<file path="src/rtl/vgachargen_pkg.sv">
// Shared geometry, widths, attribute/colour types and the CGA palette for the
// character-mode VGA pipeline.
package vgachargen_pkg;

    localparam int VGA_MAX_H_WIDTH = 10;
    localparam int VGA_MAX_V_WIDTH = 10;

    localparam int CH_W        = 8;
    localparam int CH_H        = 16;
    localparam int CH_COLS     = 80;
    localparam int CH_ROWS     = 30;
    localparam int CH_ADDR_W   = 12;
    localparam int FONT_ADDR_W = 12;

    typedef struct packed {
        logic       blink;
        logic [2:0] bg;
        logic [3:0] fg;
    } attr_t;

    typedef logic [11:0] rgb_t;

    // Standard CGA 16-colour palette, {r,g,b} at 4 bits per channel
    localparam rgb_t PALETTE [16] = '{
        12'h000, 12'h00A, 12'h0A0, 12'h0AA,
        12'hA00, 12'hA0A, 12'hA50, 12'hAAA,
        12'h555, 12'h55F, 12'h5F5, 12'h5FF,
        12'hF55, 12'hF5F, 12'hFF5, 12'hFFF
    };

endpackage

</file>
<file path="src/rtl/vga_blink_counter.sv">
// Frame counter clocked by falling edges of vertical sync; its MSB is the
// blink phase (toggles every 16 frames).
module vga_blink_counter
    import vgachargen_pkg::*;
(
    input  logic clk_i,
    input  logic arstn_i,
    input  logic en_i,
    input  logic vs_i,
    output logic blink_phase_o
);

    logic       vs_prev_q;
    logic [4:0] cnt_q;
    logic       vs_fall;

    assign vs_fall       = vs_prev_q & ~vs_i;
    assign blink_phase_o = cnt_q[4];

    // Strobe-qualified vs edge detect and wrapping 5-bit frame count
    always_ff @(posedge clk_i or negedge arstn_i) begin
        if (!arstn_i) begin
            vs_prev_q <= 1'b1;
            cnt_q     <= '0;
        end else if (en_i) begin
            vs_prev_q <= vs_i;
            if (vs_fall) cnt_q <= cnt_q + 5'd1;
        end
    end

endmodule

</file>
<file path="src/rtl/vga_char_pixel_pipe.sv">
// Character-mode pixel pipeline: text buffer fetch, font ROM fetch, colour
// lookup. Three pixel strobes from raster position to RGB, with syncs delayed
// by the same amount.
module vga_char_pixel_pipe
    import vgachargen_pkg::*;
(
    input  logic                       clk_i,
    input  logic                       arstn_i,
    input  logic                       en_i,
    input  logic [VGA_MAX_H_WIDTH-1:0] hcount_i,
    input  logic [VGA_MAX_V_WIDTH-1:0] vcount_i,
    input  logic                       pixel_enable_i,
    input  logic                       vga_hs_i,
    input  logic                       vga_vs_i,
    output logic [CH_ADDR_W-1:0]       ch_addr_o,
    output logic                       ch_re_o,
    input  logic [7:0]                 ch_rdata_i,
    input  logic [7:0]                 attr_rdata_i,
    output logic [FONT_ADDR_W-1:0]     font_addr_o,
    output logic                       font_re_o,
    input  logic [7:0]                 font_rdata_i,
    output logic [3:0]                 vga_r_o,
    output logic [3:0]                 vga_g_o,
    output logic [3:0]                 vga_b_o,
    output logic                       vga_hs_o,
    output logic                       vga_vs_o
);

    // Stage registers; index = stage number
    logic [3:1] de_q, hs_q, vs_q;
    logic [2:0] x1_q, x2_q;
    logic [3:0] y1_q;
    attr_t      attr2_q;
    rgb_t       rgb_q;

    logic       blink_phase;
    logic [CH_ADDR_W+1:0] addr_full;
    logic       pix_bit;
    logic [3:0] idx;

    vga_blink_counter u_blink (
        .clk_i        (clk_i),
        .arstn_i      (arstn_i),
        .en_i         (en_i),
        .vs_i         (vga_vs_i),
        .blink_phase_o(blink_phase)
    );

    // S0: text buffer address; computed wide, then truncated
    assign addr_full = (CH_ADDR_W+2)'(vcount_i[VGA_MAX_V_WIDTH-1:4]) * (CH_ADDR_W+2)'(CH_COLS)
                     + (CH_ADDR_W+2)'(hcount_i[VGA_MAX_H_WIDTH-1:3]);
    assign ch_addr_o = addr_full[CH_ADDR_W-1:0];
    assign ch_re_o   = en_i;

    // S1: glyph row address from the fetched code
    assign font_addr_o = {ch_rdata_i, y1_q};
    assign font_re_o   = en_i;

    // S2: pick glyph bit, apply blink, select colour index
    always_comb begin
        pix_bit = font_rdata_i[3'd7 - x2_q];
        if (attr2_q.blink && blink_phase) pix_bit = 1'b0;
        idx = pix_bit ? attr2_q.fg : {1'b0, attr2_q.bg};
    end

    // Pipeline advance, held entirely while the pixel strobe is low
    always_ff @(posedge clk_i or negedge arstn_i) begin
        if (!arstn_i) begin
            de_q    <= '0;
            hs_q    <= '1;
            vs_q    <= '1;
            x1_q    <= '0;
            y1_q    <= '0;
            x2_q    <= '0;
            attr2_q <= '0;
            rgb_q   <= '0;
        end else if (en_i) begin
            de_q    <= {de_q[2:1], pixel_enable_i};
            hs_q    <= {hs_q[2:1], vga_hs_i};
            vs_q    <= {vs_q[2:1], vga_vs_i};
            x1_q    <= hcount_i[2:0];
            y1_q    <= vcount_i[3:0];
            x2_q    <= x1_q;
            attr2_q <= attr_t'(attr_rdata_i);
            rgb_q   <= de_q[2] ? PALETTE[idx] : 12'h000;
        end
    end

    assign {vga_r_o, vga_g_o, vga_b_o} = rgb_q;
    assign vga_hs_o = hs_q[3];
    assign vga_vs_o = vs_q[3];

endmodule

</file>
<file path="config.mk">
export PLATFORM = sky130hd
export DESIGN_NAME = vga_char_pixel_pipe
export DESIGN_NICKNAME = d
export VERILOG_FILES = /design/src/rtl/vgachargen_pkg.sv /design/src/rtl/vga_blink_counter.sv /design/src/rtl/vga_char_pixel_pipe.sv
export SDC_FILE = /design/constraint.sdc
export NUM_CORES = 1
export LEC_CHECK = 0
export CAP_MARGIN = 20
export CORE_UTILIZATION = 40
export CTS_CLUSTER_SIZE = 14
export DETAILED_ROUTE_END_ITERATION = 8
export GPL_ROUTABILITY_DRIVEN = 0
export PLACE_DENSITY = 0.76
export SLEW_MARGIN = 10
export SYNTH_ARGS = -nofsm -noshare
export SYNTH_HDL_FRONTEND = slang
export SYNTH_HIERARCHICAL = 1
export SYNTH_SLANG_ARGS = --single-unit
export TNS_END_PERCENT = 20
</file>
<file path="constraint.sdc">
create_clock -name clk_i -period 6.8 [get_ports clk_i]
set_input_delay 2.04 -clock clk_i [delete_from_list [all_inputs] [get_ports clk_i]]
set_output_delay 2.04 -clock clk_i [all_outputs]
set_load 0.005 [all_outputs]
</file>
# ---- Word level (Yosys, flattened, before mapping)
# Memory sizes are Yosys's and may differ from the RTL's.
# Index checks and enable logic that the tools add are counted.
dict set report word_totals {
  n_memories 1
  word_cells 31
  inputBits 50
  latch_bits 0
  mem_bits_ro 192
  register_bits 44
  ramBits 0
}
dict set report classes {
  n_eq_ne 0
  reduce_logical 2
  multipliers 1
  muxes 7
  shift 0
  add_sub_neg 3
  n_bitwise 3
  magnitude_cmp 2
  div 0
}
# memory depth width read_ports rd_ports_with_merged_regs write_ports line
set memory_table {}
lappend memory_table {{(name not given)} 16 12 1 0 0 vga_char_pixel_pipe.sv:85} ;# rgb_q <= de_q[2] ? PALETTE[idx] : 12'h000;
# op n
set ops {}
lappend ops {{$mux 12} 3}
lappend ops {{$add 12x7->12} 1}
lappend ops {{$mul 6x3->8 const B} 1}
lappend ops {{$add 5x1->5 const B} 1}
lappend ops {{$ge 5x5->1 const B} 1}
lappend ops {{$not 4->5} 1}
lappend ops {{$lt 3x4->1 const B} 1}
lappend ops {{$mux 4} 1}
lappend ops {{$bmux 1 s3} 1}
lappend ops {{$sub 3x3->3 const A} 1}
lappend ops {{$mux 1} 2}
lappend ops {{$reduce_and 2->1} 1}
lappend ops {{$and 1x1->1} 1}
lappend ops {{$logic_and 1x1->1} 1}
lappend ops {{$not 1->1} 1}

# ---- Longest topological paths before layout
# Gate-level depths: netlist (run 1).
dict set report depth {
  depth_word 10
  mapped_depth 7
}

# ---- By module
# The synthesis (run 1) kept the hierarchy.
# module n_inst area_per_inst_um2 cells_each seq_area_each_um2
set by_module_without_submodules {}
lappend by_module_without_submodules {vga_char_pixel_pipe 1 1848.0 156 783.3}
lappend by_module_without_submodules {vga_blink_counter 1 255.2 18 151.4}

# ---- Worst setup path before layout (run 1)
# No wires, ideal clock.
dict set report synth_path {
  path_type {input to output}
  startpoint {in vcount_i[5]}
  endpoint {out ch_addr_o[11]}
  t_arrival_ns 3.549
  cell_stages 7
  required_ns 4.760
  setup_slack_ns 1.211
  path_buffers 0
  path_cell_list {ha_1 ha_1 fa_1 a21o_1 a21oi_1 xnor2_1 xnor2_1}
}
dict set report synth_via {
  elab_chain_cells 2
}
# element line
set synth_rtl {}
lappend synth_rtl {{from (decl)} vga_char_pixel_pipe.sv:11} ;# input logic [VGA_MAX_V_WIDTH-1:0] vcount_i,
lappend synth_rtl {{$mul 6x3->8} vga_char_pixel_pipe.sv:50} ;# assign addr_full = (CH_ADDR_W+2)'(vcount_i[VGA_MAX_V_WIDTH-1:4]) * (CH_ADDR_W+2)'(CH_COLS)
lappend synth_rtl {{$add 12x7->12} vga_char_pixel_pipe.sv:51} ;# + (CH_ADDR_W+2)'(hcount_i[VGA_MAX_H_WIDTH-1:3]);
lappend synth_rtl {{to (decl)} vga_char_pixel_pipe.sv:15} ;# output logic [CH_ADDR_W-1:0] ch_addr_o,
# Every way passes these cells.

# ---- Final worst setup path (run 1)
dict set report layout_path {
  startpoint {in vcount_i[5]}
  endpoint {out ch_addr_o[10]}
}
# Same word-level chain as after synthesis.

==> metrics, run 1 <==
first-pass GRT wire length=5960 um; Fin Clk Skew=~5.1 ps; Reg clk slew, reported paths=60 ps; Net Count, Synth=238; VDD IR max=between 100 and 150 uV; clock tree buffer depth=2; status=finished, final reports clean; Final setup viols=0; share of cells above drive strength 1=0.216; post-synthesis xor/xnor area fraction=0.0500; Pwr per Cell Area=230 nW/um2; slowest CP cell=clkdlybuf4s50_1; drt via density=approximately 4.8; number of buffers created by CTS=5; H-tree depth=2; first-pass iteration count of the detailed router=4; Hold Crit Class=flop to flop; #FFs+latches synth=37; Synth Area in Compound Gates=0.0577; Leakage=1.18 nW; Post-CTS Resized=0; Max-cap violations=0; Diodes inserted=0; Tot GR Track Use=0.146; Cells after Synth=174; total number of vias=approximately 1400; initial antenna violation count=0; worst reg2reg setup slack=about 4900 ps; Clock Latency Late Sink=290 ps; Reg-to-Reg Start=x2_q[0]; synth unique cells=30; FF-to-FF End=rgb_q[6]; DRC=0; hold path start=u_blink/cnt_q[3]; Rows=26; main combinational cell family by area after synthesis=multiplexers; post-synthesis simple-gate area fraction=0.0613; drt wl/cell=roughly 12 um; path depth of the worst reg2reg path=5; top cell type by total area after synthesis=dfrtp_1; crit path time final=6620 ps; slack of the critical path=approximately 180 ps; Final Cycle Share=0.973; CP arrival=about 4600 ps; unrepaired setup endpoints after global routing=no; Final Hold Vio Count=0; Final Max Slew Viols=0; Area Growth Syn to Fin=31.1%; die height=74.5 um; CP Launch Type=primary input; synth warn=6; Port Buffers=65; post-synth top area share=0.357; setup repair bufs after CTS=0; clock root cell=clkbuf_8; setup TNS=0 ps; cell area after layout=2760 um2; Remaining Overflow, GRT=0; remaining antenna violation count=0; die area=5550 um2; worst-path cell chain=clkdlybuf4s50_1, ha_1, ha_1, fa_1, xnor2_1, nor3b_1, xor2_1, clkdlybuf4s50_1; kind of critical path=primary input to output port; Seq/Total Area, Yosys=0.444; nets@finish=about 290; final WL=approximately 3600 um; Starting DRT DRC Count=25; CTS tree=done; mean area per synthesized cell=12.1 um2; slowest cell delay on critical path=510 ps; fmax=151 MHz; Critical path origin=vcount_i[5]; core area=slightly above 5000 um2; Starting Density=0.414; required time worst endpoint=4760 ps; # IOs=90; vias in the first global route=1393; Synth Area in Adders=0.0904; die width=roughly 75 um; DP Area=around 2700 um2; hold bufs inserted after CTS=0; Netlist Area Pre-Place=2100 um2; Max Fanout on Critical Path=3; Worst Setup EP=ch_addr_o[10]; largest cells by area after synthesis=dfrtp_1 (36%), mux2_2 (14%), dfstp_2 (8.7%), buf_4 (7.5%), ha_1 (7.1%); detailed placement HPWL=2730 um; pre-CTS setup slack=103 ps; largest net degree at the start of global routing=38; clock sink count=37; multiplexer share of the synthesized area=0.194; Tightest Pin Transition=around 780 ps; Worst setup EP type=output port; worst rel slew slack=0.481
-- worst max-delay path, delay by kind of cell --
| kind | cells | cell delay (ps) |
|---|---|---|
| adder cells (fa/ha/maj) | 3 | 960 |
| buffers and inverters | 2 | 970 |
| XOR/XNOR | 2 | 350 |
| AND/OR/NAND/NOR | 1 | 260 |
-- how the worst min path moves through the flow --
| stage | to | depth (start not counted) |
|---|---|---|
| final | u_blink/cnt_q[3] | 1 |
| after global routing | u_blink/cnt_q[3] | 1 |
| after CTS | u_blink/cnt_q[3] | 1 |
| after detailed placement | u_blink/cnt_q[3] | 1 |
| after global placement | u_blink/cnt_q[3] | 1 |
| after floorplan | u_blink/cnt_q[3] | 1 |
-- cells by family after synthesis --
kind of cell / after synthesis
buf+inv: 36
simple gates: 24
compound gates: 15
fa+ha+maj: 14
flops: 37
xor+xnor: 12
mux: 36
-- sequential cells by signal, summed over array words and instances, names as in the netlist --
register	cells
u_blink/vs_prev_q	1
attr2_q	8
x2_q	3
y1_q	4
hs_q	3
vs_q	3
u_blink/cnt_q	5
de_q	2
x1_q	3
rgb_q	5
-- placed cells by master, fill, tap and decap left out, types with 2 or more instances in the layout --
cell	instances
o22ai_1	3
ha_1	12
nand3_1	2
mux2i_1	7
nand4_1	2
dfrtp_1	30
nor3b_1	3
nand2_1	7
clkbuf_8	5
nor2_1	2
a21oi_1	3
mux2_2	26
dfstp_2	7
inv_1	10
xnor2_1	10
nand2b_1	3
fa_1	2
clkinv_2	2
clkdlybuf4s50_1	63
mux2_4	3
o21ai_0	3
a21o_1	3
xor2_1	2
-- area by class of cell --
cell class | instances | area, um2
Clock buffer | 6 | 72.6
Clock inverter | 2 | 10.0
Fill cell | 482 | 2320
Inverter | 10 | 37.5
Multi-Input combinational cell | 101 | 958
Sequential cell | 37 | 935
Tap cell | 70 | 87.6
Timing Repair Buffer | 66 | 656
-- synthesized netlist by cell type --
library cell / instances
dfrtp_1: 30
mux2_2: 26
buf_4: 21
ha_1: 12
inv_1: 10
xnor2_1: 10
dfstp_2: 7
mux2i_1: 7
nand2_1: 7
clkbuf_1: 4
a21o_1: 3
a21oi_1: 3
mux2_4: 3
nand2b_1: 3
nor3b_1: 3
o21ai_0: 3
o22ai_1: 3
fa_1: 2
nand3_1: 2
nand4_1: 2
nor2_1: 2
nor3_1: 2
xor2_1: 2
and3b_1: 1
clkbuf_2: 1
nor2b_1: 1
o21a_1: 1
o221ai_2: 1
o41ai_4: 1
or3_1: 1
-- metrics by stage --
stage | cells | power, W | hold WS (ps) | utilization
floorplan | 174 | 0.000411 | 445 | -
global placement | 284 | 0.000493 | 464 | 0.525
detailed placement | 284 | 0.000498 | 470 | 0.525
CTS | 292 | 0.000646 | 479 | 0.542
global route | 292 | 0.000676 | 490 | 0.543
finish | 292 | 0.000635 | 484 | 0.543
-- report_power, final --
part / switching [W] / leakage, nW / total [W] / internal (W)
combinational: 0.0000710 / 0.702 / 0.000202 / 0.000131
sequential: 0.0000280 / 0.437 / 0.000290 / 0.000262
clock: 0.0000719 / 0.0450 / 0.000143 / 0.0000708
total: 0.000171 / 1.18 / 0.000635 / 0.000464
-- per-layer routing --
layer / part of all wire / track usage / up-vias
met5: 0 / 0 / -
met4: 0.027 / 0.0881 / 0
li1: - / - / 669
met2: 0.47 / 0.247 / 53
met3: 0.076 / 0.0379 / 10
met1: 0.43 / 0.166 / 656
(Power assumes the default switching activity.)
==> inputs of run 2 (changes only) <==
- CTS_CLUSTER_SIZE: 14 -> default
==> results of run 2 <==
Same layout as run 1: the final DEF is identical, and so are final timing and power.
==> patch 1: new RTL, settings of run 2 <==
Make the reset (`arstn_i`) synchronous in 2 clocked blocks.
--- a/src/rtl/vga_blink_counter.sv
+++ b/src/rtl/vga_blink_counter.sv
@@ -20,3 +20,3 @@
     // Strobe-qualified vs edge detect and wrapping 5-bit frame count
-    always_ff @(posedge clk_i or negedge arstn_i) begin
+    always_ff @(posedge clk_i) begin
         if (!arstn_i) begin
--- a/src/rtl/vga_char_pixel_pipe.sv
+++ b/src/rtl/vga_char_pixel_pipe.sv
@@ -66,3 +66,3 @@
     // Pipeline advance, held entirely while the pixel strobe is low
-    always_ff @(posedge clk_i or negedge arstn_i) begin
+    always_ff @(posedge clk_i) begin
         if (!arstn_i) begin
Formal check against the unedited RTL: differs if arstn_i is asserted again (counterexample within 4 cycles, from zero or initial values and one cycle with arstn_i low); with arstn_i held inactive, the same outputs for 10 cycles.
==> patch 1 against run 2 <==
- wire length up 14%
- sequential cell count stayed put
- count of clock-buffer cells in the layout did not move
- critical path type unchanged
- worst setup slack lost 0.041 ns
- area after synthesis increased by 0.77%
- design area increased by 1.4%
- highest routed layer unchanged
- cell count increased by 15%
- power is 17% lower
- largest power group unchanged
- global-route usage is 0.66 points higher
- synthesized cell count is 25% higher
- fmax down 0.61%
==> patch 1: results (changes against run 2) <==
dominant cells by area after synthesis dfxtp_1 35%, mux2i_1 14%, buf_4 7.4%, ha_1 7.1%, nor2b_1 7.1% (was dfrtp_1 36%, mux2_2 14%, dfstp_2 8.7%, buf_4 7.5%, ha_1 7.1%); met1 Track Usage GR 16.3% (was 16.6%); Leakage Power 0.00117 uW (was 0.00118 uW); Seq pwr share 44.5% (was 45.7%); post-synthesis sequential area ratio 34.9% (was 44.4%); met2 WL post-DR 1.94 mm (was 1.70 mm); first-pass GRT wire length 6.52 mm (was 5.96 mm); status finished clean (unchanged); via count 1644 (was 1388); HPWL Detailed 3.04 mm (was 2.73 mm); dpl cells 328 (was 284); GR Util met2 27.1% (was 24.7%); PD cells 188 nW/um^2 (was 230 nW/um^2); dpl cell area 2690 sq um (was 2670 sq um); largest net degree at the start of global routing 39 (was 38); final wirelength 4.09 mm (was 3.60 mm); Placeable Area 5110 sq um (was 5070 sq um); DRT iter0 DRCs 15 (was 25); Arr. time, crit path 4.62 ns (was 4.58 ns); ratio of cells with drive above 1 in the final layout 6.77% (was 21.6%); GRT Total Usage 15.3% (was 14.6%); FILL cells 495 (was 482); syn_nets 282 (was 238); met3 wire len 287 microns (was 273 microns); Mapped Cells 218 (was 174); wl on met1 1.79 mm (was 1.53 mm); Max IR drop VDD 0.121 mV (was 0.139 mV); Min-Delay Path Depth 2 (was 1); clock skew 0.00880 ns (was 0.00509 ns)
patch 1: changes by cell type after synthesis, sizes merged, moves of 7 or more:
cell	delta
dfrtp	-30
dfstp	-7
dfxtp	+37
mux2	-29
mux2i	+23
nor2b	+23
patch 1: timing repair:
action / CTS / global route
setup endpoints to repair: 0 / 1
gates resized for setup: 0 / 2
hold buffers: 0 / 0
setup buffers: 0 / 0
patch 1: area by class of cell:
| type | instances | area, sq um | share of cell area (%) |
|---|---|---|---|
| Clock buffer | 6 | 82.6 | 2.95 |
| Inverter | 6 | 22.5 | 0.806 |
| Tap cell | 70 | 87.6 | 3.13 |
| Clock inverter | 2 | 13.8 | 0.492 |
| Sequential cell | 37 | 741 | 26.5 |
| Multi-Input combinational cell | 147 | 1180 | 42.2 |
| Timing Repair Buffer | 68 | 668 | 23.9 |
patch 1: worst paths after layout:
| kind | startpoint | end | slack (ns) |
|---|---|---|---|
| setup / recovery | vcount_i[5] | ch_addr_o[11] | 0.14 |
| hold / removal | vs_q[1]$_SDFFE_PN1P_ | vs_q[1]$_SDFFE_PN1P_ | 0.48 |
| setup reg to reg | x2_q[0]$_SDFFE_PN0P_ | rgb_q[3]$_SDFFE_PN0P_ | 5.06 |
| hold reg to reg | vs_q[1]$_SDFFE_PN1P_ | vs_q[1]$_SDFFE_PN1P_ | 0.48 |
patch 1: cell families (layout without fill, tap and decap cells):
group	count (synthesis)	in the layout	share of synthesized area [%]
xor+xnor	10	10	4.13
buf+inv	34	82	9.80
simple gates	70	70	19.8
mux	31	31	15.2
fa+ha+maj	14	14	8.97
flops	37	37	34.9
compound gates	22	22	7.08
patch 1: worst reg2reg max path, stage by stage, from the launching register on:
cell	delay, ns
dfxtp_1	0.39
mux4_2	0.52
a2bb2oi_2	0.20
and4_1	0.20
or3_1	0.33
==> patch 2: new RTL, settings of run 2 <==
Made on the original files. Change the package constant `VGA_MAX_H_WIDTH` from 10 to 20.
--- a/src/rtl/vgachargen_pkg.sv
+++ b/src/rtl/vgachargen_pkg.sv
@@ -4,3 +4,3 @@
 
-    localparam int VGA_MAX_H_WIDTH = 10;
+    localparam int VGA_MAX_H_WIDTH = 20;
     localparam int VGA_MAX_V_WIDTH = 10;
Interface: changed (resized hcount_i); port bits go from 90 to 100. No check against the original RTL was run, so the function may have changed too.
==> patch 2 against run 2 <==
- combinational power is 24% higher
- die area up 4.4%
- global-route usage up 0.43 points
- fmax is 0.97% lower
- worst setup slack worse by 0.065 ns
- power grew 16%
- sequential cell count did not move
- non-clock buffer count rose by 16
- design area up 9.8%
- area after synthesis rose by 4.5%
- wire length up 15%
- via count rose by 14%
==> patch 2: results (changes against run 2) <==
status finished clean (unchanged); HP Class reg2reg (unchanged); FILL cells 446 (was 482); CTS resizes 8 (was 0); post-synthesis sequential area ratio 42.5% (was 44.4%); antenna violations before repair 0 (unchanged); worst reg2reg path depth 5 (unchanged); vias per cell 4.89 (was 4.75); YS warnings 6 (unchanged); Top delay family on crit path adder cells (was buffers and inverters); Root Buffer clkbuf_8 (unchanged); Worst R2R Start x2_q[0]$_DFFE_PN0P_ (unchanged); ys async rst share 100% (unchanged); via count 1583 (was 1388); dpl cell area 2870 sq um (was 2670 sq um); CTS HTree Levels 2 (unchanged); IO buf count 70 (was 65); worst slack, placed -0.280 ns (was 0.103 ns); clock skew 0.0103 ns (was 0.00509 ns); DRT iter0 DRCs 33 (was 25); Leakage Power 0.00134 uW (was 0.00118 uW); Largest register FFs 8 (unchanged); Avg Synthesized Cell Area 11.5 sq um (was 12.1 sq um); GRT Total Usage 15.0% (was 14.6%); n_diodes 0 (unchanged); CTS Buf Count 5 (unchanged); dpl cells 314 (was 284); dominant cells by area after synthesis dfrtp_1 34%, mux2_2 12%, ha_1 9.1%, dfstp_2 8.4%, buf_4 7.2% (was dfrtp_1 36%, mux2_2 14%, dfstp_2 8.7%, buf_4 7.5%, ha_1 7.1%); hold path startpoint u_blink/cnt_q[3]$_DFFE_PN0P_ (unchanged); ratio of cells with drive above 1 in the final layout 23.6% (was 21.6%); largest net degree at the start of global routing 46 (was 38); vias in the first global route 1533 (was 1393); post-CTS setup buffers 2 (was 0); Commonest cells post-synth 30 x dfrtp_1, 24 x mux2_2, 21 x buf_4 (was 30 x dfrtp_1, 26 x mux2_2, 21 x buf_4); fin nets 331 (was 285); Min-Delay Path Depth 1 (unchanged); DR pass1 iterations 4 (unchanged); Max IR drop VDD 0.176 mV (was 0.139 mV); Arr. time, crit path 4.64 ns (was 4.58 ns); Top Registers attr2_q: 8 flops, rgb_q: 5 flops, u_blink/cnt_q: 5 flops (unchanged); slew margin rel. 48.2% (was 48.1%); ys flop type dfrtp_1 (unchanged); first-pass GRT wire length 6.99 mm (was 5.96 mm); syn_nets 269 (was 238); Synth cell types 38 (was 30); Worst-Skew Late Latency approximately 0.3 ns; clk slew on worst S/H paths 0.08 ns (was 0.06 ns); crit path from vcount_i[8] (was vcount_i[5]); critical path's slowest cell fa_1 (was clkdlybuf4s50_1); Max Root-Sink Buffers 2 (unchanged); Crit Path Max Fanout 3 (unchanged); Routed WL per cell 12.8 microns (was 12.3 microns); HPWL Detailed 3.08 mm (was 2.73 mm); CP peak stage delay 0.58 ns (was 0.51 ns)
patch 2: power breakdown:
part	leakage [uW]	total, uW	internal (uW)	switching [uW]
combinational	0.000843	251	162	89.1
clock	0.0000543	192	110	82.0
sequential	0.000437	293	262	30.6
total	0.00134	735	534	202
patch 2: cells by family after synthesis:
kind of cell    after synthesis  synth area share [%]
fa+ha+maj                    18                  10.9
compound gates               25                  7.91
xor+xnor                     12                  4.78
buf+inv                      40                  10.5
mux                          31                  16.7
simple gates                 28                  6.72
flops                        37                  42.5
patch 2: final cells by class:
type	instances	area share, %
multi-input combinational	114	35.0
timing repair buffer	82	25.8
clock inverter	3	1.53
sequential	37	30.9
inverter	13	1.61
clock buffer	5	2.27
tap	70	2.89
patch 2: stage by stage:
| stage | util, % | hold slack (ns) |
|---|---|---|
| after global routing | 58.1 | 0.510 |
| after detailed placement | 55.1 | 0.466 |
| after global placement | 55.1 | 0.461 |
| final | 58.1 | 0.480 |
| after CTS | 58.1 | 0.482 |
| after floorplan | - | 0.445 |
patch 2: worst paths after layout:
kind | endpoint | slack [ns]
hold / removal | u_blink/cnt_q[3]$_DFFE_PN0P_ | 0.48
hold reg to reg | u_blink/cnt_q[3]$_DFFE_PN0P_ | 0.48
setup reg to reg | rgb_q[7]$_DFFE_PN0P_ | 4.87
setup / recovery | ch_addr_o[11] | 0.12
min in group asynchronous | y1_q[2]$_DFFE_PN0P_ | 1.81
max in group asynchronous | rgb_q[6]$_DFFE_PN0P_ | 4.48
patch 2: per-layer routing:
layer  vias up  global-route usage, %  part of all wire (%)
met1       739                   17.7                    44
met2        63                   25.1                    47
li1        775                      -                     -
met4         0                   6.92                   1.6
met3         6                   4.67                   7.5
met5         -                      0                     0
